## src/rtl/key_reader.sv

```systemverilog
// Debounced key reader with sticky press events, W1C event register and irq.
// Define KEY_READER_RELEASE_EVT_EN to also latch release events in EVENT[15:8].
module key_reader #(
   parameter int NKEYS           = 4,
   parameter int DEBOUNCE_CYCLES = 20000
) (
   input  logic             clk,
   input  logic             rst,
   input  logic [NKEYS-1:0] keys_in,
   input  logic [63:0]      daddr,
   input  logic             rw,
   input  logic [1:0]       word,
   input  logic [63:0]      wdata,
   output logic [63:0]      rdata,
   output logic             irq
);

   localparam int CW = $clog2(DEBOUNCE_CYCLES);
   localparam logic [CW-1:0] LAST = CW'(DEBOUNCE_CYCLES - 1);
   localparam logic [63:0] A_STATE = 64'h1028;
   localparam logic [63:0] A_EVENT = 64'h1030;

   typedef enum logic {ST_STABLE, ST_COUNTING} state_t;

   logic [NKEYS-1:0] r_sync1;
   logic [NKEYS-1:0] r_sync2;
   logic [NKEYS-1:0] r_stable;
   state_t           r_state [NKEYS];
   logic [CW-1:0]    r_cnt   [NKEYS];
   logic [NKEYS-1:0] r_press;

   logic [NKEYS-1:0] w_done;
   logic [NKEYS-1:0] w_rise;
   logic [NKEYS-1:0] w_fall;
   logic             w_wr_evt;
   logic [NKEYS-1:0] w_clr_press;
   logic [NKEYS-1:0] w_clr_rel;
   logic [7:0]       w_press8;
   logic [7:0]       w_rel8;
   logic             w_unused;

   // A key completes when its count is exhausted and sync2 still disagrees.
   always_comb begin
      w_done = '0;
      for (int k = 0; k < NKEYS; k++) begin
         w_done[k] = (r_state[k] == ST_COUNTING) &&
                     (r_sync2[k] != r_stable[k]) &&
                     (r_cnt[k] == LAST);
      end
   end

   assign w_rise = w_done & r_sync2;
   assign w_fall = w_done & ~r_sync2;

   always_ff @(posedge clk) begin
      if (rst) begin
         r_sync1  <= '0;
         r_sync2  <= '0;
         r_stable <= '0;
         for (int k = 0; k < NKEYS; k++) begin
            r_state[k] <= ST_STABLE;
            r_cnt[k]   <= '0;
         end
      end else begin
         r_sync1 <= keys_in;
         r_sync2 <= r_sync1;
         for (int k = 0; k < NKEYS; k++) begin
            unique case (r_state[k])
               ST_STABLE: begin
                  if (r_sync2[k] != r_stable[k]) begin
                     r_state[k] <= ST_COUNTING;
                     r_cnt[k]   <= CW'(1);
                  end
               end
               ST_COUNTING: begin
                  if (r_sync2[k] == r_stable[k]) begin
                     r_state[k] <= ST_STABLE;
                     r_cnt[k]   <= '0;
                  end else if (w_done[k]) begin
                     r_stable[k] <= r_sync2[k];
                     r_state[k]  <= ST_STABLE;
                     r_cnt[k]    <= '0;
                  end else begin
                     r_cnt[k] <= r_cnt[k] + CW'(1);
                  end
               end
            endcase
         end
      end
   end

   assign w_wr_evt    = rw && (daddr == A_EVENT);
   assign w_clr_press = w_wr_evt ? wdata[NKEYS-1:0] : '0;
   assign w_clr_rel   = w_wr_evt ? wdata[8 +: NKEYS] : '0;

   // Set beats clear so an edge coinciding with a W1C is never lost.
   always_ff @(posedge clk) begin
      if (rst) r_press <= '0;
      else     r_press <= (r_press & ~w_clr_press) | w_rise;
   end

   assign w_press8 = 8'(r_press);

`ifdef KEY_READER_RELEASE_EVT_EN
   logic [NKEYS-1:0] r_rel;

   always_ff @(posedge clk) begin
      if (rst) r_rel <= '0;
      else     r_rel <= (r_rel & ~w_clr_rel) | w_fall;
   end

   assign w_rel8 = 8'(r_rel);
`else
   assign w_rel8 = 8'h00;
`endif

   assign w_unused = ^{word, wdata, w_fall, w_clr_rel};

   always_comb begin
      rdata = '0;
      if (!rw) begin
         if (daddr == A_STATE)      rdata = 64'(r_stable);
         else if (daddr == A_EVENT) rdata = {48'b0, w_rel8, w_press8};
      end
   end

   assign irq = (|w_press8) | (|w_rel8);

endmodule
```

## config.mk

```make
export PLATFORM = sky130hd
export DESIGN_NAME = key_reader
export DESIGN_NICKNAME = d
export VERILOG_FILES = /design/src/rtl/key_reader.sv
export SDC_FILE = /design/constraint.sdc
export NUM_CORES = 1
export LEC_CHECK = 0
export BUFFER_PORTS_ARGS = -buffer_cell sky130_fd_sc_hd__buf_2
export CAP_MARGIN = 30
export CORE_ASPECT_RATIO = 1.2
export CORE_MARGIN = 2
export CORE_UTILIZATION = 25
export CTS_CLUSTER_DIAMETER = 30
export DETAILED_ROUTE_END_ITERATION = 6
export PLACE_DENSITY = 0.44
export SETUP_SLACK_MARGIN = 0.3
export SLEW_MARGIN = 30
export SYNTH_ARGS = -nofsm -noshare
export SYNTH_HDL_FRONTEND = slang
export SYNTH_SLANG_ARGS = --single-unit
```

## constraint.sdc

```tcl
create_clock -name clk -period 2.79 [get_ports clk]
set_clock_uncertainty 0.15 [all_clocks]
set_input_delay 0.6975 -clock clk [delete_from_list [all_inputs] [get_ports clk]]
set_output_delay 0.6975 -clock clk [all_outputs]
set_load 0.005 [all_outputs]
```

**Word level (Yosys, flattened, before mapping)**

Memories as Yosys holds them, arrays and structs flattened.
Index checks and enable logic that the tools add are counted.

- Register bits: 16
- Bits in latches: 0
- Bits in writable memories: 64
- Bits in read-only memories: 0
- Bits of input ports: 137
- Word-level logic and storage cells: 183
- Memories: 2

- Add/subtract/negate cells: 4
- Multipliers: 0
- Divide/modulo/power cells: 0
- $lt $le $gt $ge: 0
- Equality and inequality tests: 14
- Shifts and indexed selects: 0
- Multiplexer cells: 106
- Bitwise operators: 36
- Reduce and logical (&&, ||, !) cells: 14

Memory list:

| name | words | bits a word | rd ports | clocked after memory_dff | wr ports | line | RTL |
|---|---|---|---|---|---|---|---|
| r_cnt | 4 | 15 | 4 | 0 | 4 | 29 | `logic [CW-1:0] r_cnt [NKEYS];` |
| r_state | 4 | 1 | 4 | 0 | 4 | 28 | `state_t r_state [NKEYS];` |

Operator list:

| operator | count |
|---|---|
| $mux W15 | 16 |
| $eq A64 B13 Y1 const B | 2 |
| $mux W64 | 2 |
| $mux W1 | 86 |
| $add A15 B1 Y15 const B | 4 |
| $eq A15 B15 Y1 const B | 4 |
| $or A1 B1 Y1 | 28 |
| $reduce_and A3 Y1 | 4 |
| $logic_and A1 B1 Y1 | 9 |
| $and A4 B4 Y4 | 2 |
| $mux W4 | 2 |
| $eq A1 B1 Y1 | 4 |
| $ne A1 B1 Y1 | 4 |
| $not A1 Y1 | 4 |
| $not A4 Y4 | 1 |
| $or A4 B4 Y4 | 1 |
| $reduce_or A4 Y1 | 1 |

**Longest topological paths before layout**

- Depth after elaboration: 10
- Depth in mapped cells: 7
- Depth with buffers taken out: 5

**Worst setup path after synthesis**

OpenSTA, ideal clock, no wires.

- Kind: input-to-output
- Start point: input port daddr[0]
- End point: output port rdata[0]
- Arrival time: 1956 ps
- Required time: 1942 ps
- Path slack: -13 ps
- Stages: 4
- Path buffers: 0
- Path through: nor4b_1 -> nand4_1 -> or4_1 -> nor3_1

- Cells in the longest elaborated chain, start to end: 4
- Elaborated cells on any way between the ends: 5

RTL lines:

| item | line | RTL |
|---|---|---|
| start: declaration | 10 | `input logic [63:0] daddr,` |
| $eq A64 B13 Y1 | 123 | `else if (daddr == A_EVENT) rdata = {48'b0, w_rel8, w_press8};` |
| $mux W4 | 123 |  |
| $mux W64 * | 122 | `if (daddr == A_STATE) rdata = 64'(r_stable);` |
| $mux W64 * | 121 | `if (!rw) begin` |
| end: declaration | 14 | `output logic [63:0] rdata,` |

Mark *: on every way between the ends. The rest lies on a longest branch, timed or not.

**Worst setup path after layout**

- Start point: input port daddr[59]
- End point: output port rdata[1]

The elaborated chain is that of the path after synthesis.

==> impl_results.md <==
* Status: complete, but fails checks
* Failing checks: negative setup slack
* Initial antenna violation count at 0
* Number of synthesized register bits at 80
* Hold_ws at 0.2768 ns
* Peak VDD IR at 0.2925 mV
* Antenna diode count at 0
* Clock Power Share at 40.7%
* TritonCTS clock tree: done
* Detail Route Antenna Nets at 0
* Multi-input logic area at 2427 um^2
* WL/cell at 13.31 um
* Initial DRC Count at 179
* Reg power frac at 50.0%
* Top post-synthesis cells by count: edfxtp_1 (64), buf_4 (60), nor2_1 (54)
* Fillers at 2,013
* Max Cap Viol at 0
* Crit path arrival time at 2.11 ns
* Placed Cells at 838
* RSZ-0062 raised after global routing: yes
* Area of the core at 19,340 um^2
* Total gr overflow at 0
* First-pass GRT wire length at 17.95 mm
* Setup ws final at -0.1698 ns
* Post-Synthesis Cells at 489
* Gate power share at 9.3%
* Power density cells at 486.9 nW/um^2
* Clock slew at reported path FFs at 0.06 ns
* Layout Nets at 730
* Cell Count, Final, Fillers Out at 855
* CP endpoint kind: primary output
* CTS Buffer Depth at 2
* Finished Core Util at 30.70%
* Layout cell share with drive strength beyond 1 at 23.57%
* Worst hold path class: register to register
* Ys flop type: edfxtp_1
* Total Routing Usage GR at 10.85%
* Switching pwr at 0.0007090 W
* Synthesized area at 4888 um^2
* Die height at 157.2 um
* Required time worst endpoint at 1.94 ns
* Post-synth EDFFs at 64
* Clock Latency Late Sink at 0.33 ns
* Rows at 56
* Vias at 3,783
* Router iterations before antenna repair at 5
* CP Class: primary input to primary output
* Vias/cell at 4.425
* Number of global-route vias before repair at 3,639
* Count leader, synth: edfxtp_1
* Final GP Congestion at 0.9480
* Yosys warnings at 0
* Startpoint Class: primary input
* Chip Width at 131.7 um
* Switching share of total power at 24.52%
* P_leak at 2.164 nW
* Min cycle time layout at 2.960 ns
* Io pins at 202
* Die area at 20,690 um^2
* Final Cell Area at 5937 um^2
* Critical path peak fanout at 4
* Clk sink count at 80
* Starting Density at 25.28%
* Num CTS Buffers at 9
* Yosys cell types at 46
* Ys async rst share at 0%
* CTS root buf: clkbuf_16
* Int Pwr at 0.002182 W
* Setup-failing EPs final at 4
* I/O Buffers at 79
* Total Power at 0.002891 W
* Fin crit share at 106.1%
* Max-slew violations at 0
* H-tree depth at 3
* Synth Area per Inst at 9.997 um^2
* Highest clock rate at 337.9 MHz
* Pin count of the biggest net entering global routing at 23
* Synth top area share at 39.31%
* Final hold violation count at 0
* Synthesis-to-layout area growth at 21.45%
* Post-DP HPWL at 8.793 mm
* Storage cell area at 2242 um^2
* Synth top area cells: edfxtp_1 (39%), buf_4 (9.2%), dfxtp_1 (6.6%)
* Seq/Total Area, Yosys at 45.87%
* Drt total wl at 11.38 mm
* # DRC at 0
* Cell Area, Placed at 5557 um^2
* Largest area contributor in the netlist: edfxtp_1
* # hold bufs at CTS at 0
[kinds of logic (layout without fill, tap and decap cells)]
logic type | after synthesis | after routing | share of synthesized area (%)
AND/OR/NAND/NOR | 230 | 230 | 26.82
other | 1 | 60 | 0.07671
flip-flops | 80 | 80 | 45.87
buffers and inverters | 84 | 130 | 11.57
multiplexers | 1 | 1 | 0.2048
adder cells (fa/ha/maj) | 4 | 4 | 1.024
AO/OA/AOI/OAI | 39 | 39 | 5.478
XOR/XNOR | 50 | 50 | 8.958
[metal layers]
metal  global-route usage, %  share of wire (%)  vias up
met1                   12.58                 42     1748
met2                   19.27                 50      142
li1                        -                  -     1882
met3                   2.480                6.0       11
met5                       0                  0        -
met4                   4.658                2.0        0
[power groups by stage]
stage | clock network (W) | logic (W) | registers [W]
floorplan | 0 | 0.000206 | 0.00145
global placement | 0 | 0.000257 | 0.00147
detailed placement | 0 | 0.000259 | 0.00147
CTS | 0.00122 | 0.000266 | 0.00145
global route | 0.00127 | 0.000299 | 0.00146
finish | 0.00118 | 0.000268 | 0.00145
[critical path, cell delays in order]
cell and delay, ns:
buf_6 0.09, nor4_4 0.29, nand4_1 0.15, or4_4 0.59, nor3_4 0.15, buf_2 0.14
[final timing paths]
path          startpoint            to  slack (ns)  cells after the start
max            daddr[59]      rdata[1]       -0.17                      6
min           r_sync1[1]    r_sync2[1]        0.28                      1
max reg2reg  r_cnt[3][6]  r_cnt[3][14]        0.57                      5
min reg2reg   r_sync1[1]    r_sync2[1]        0.28                      1
[cells in the final DEF, fill, tap and decap left out, drive strengths merged, types with 17 or more instances in the layout]
cell / instances
buf: 104
edfxtp: 64
conb: 60
nor2: 54
xor2: 31
nor4: 27
nand2: 26
nand4: 23
xnor2: 19
and4: 17
nand3: 17
[layout make-up]
class	count	share of cell area, %
clock buffer	9	3.793
sequential	80	37.77
clock inverter	7	1.180
multi-input combinational	384	40.89
timing repair buffer	104	10.24
tap	261	5.501
inverter	10	0.6322
[state kept, by name, summed over array words and instances (netlist names)]
register / flops
r_cnt: 60
r_state: 4
r_sync1: 4
r_press: 4
r_stable: 4
r_sync2: 4
[metrics by stage]
stage,TNS (ns),setup WS (ns)
floorplan,0,0.09583
global placement,-1.141,-0.3501
detailed placement,-1.206,-0.3590
CTS,-0.7944,-0.2324
global route,-0.9561,-0.2667
finish,-0.5834,-0.1698
[what timing repair did]
action,in CTS,in global routing
pin swaps,9,2
setup buffers,1,0
resized for setup,7,5
endpoints found under the setup margin,4,4
Power figures use the tool's default switching activity.
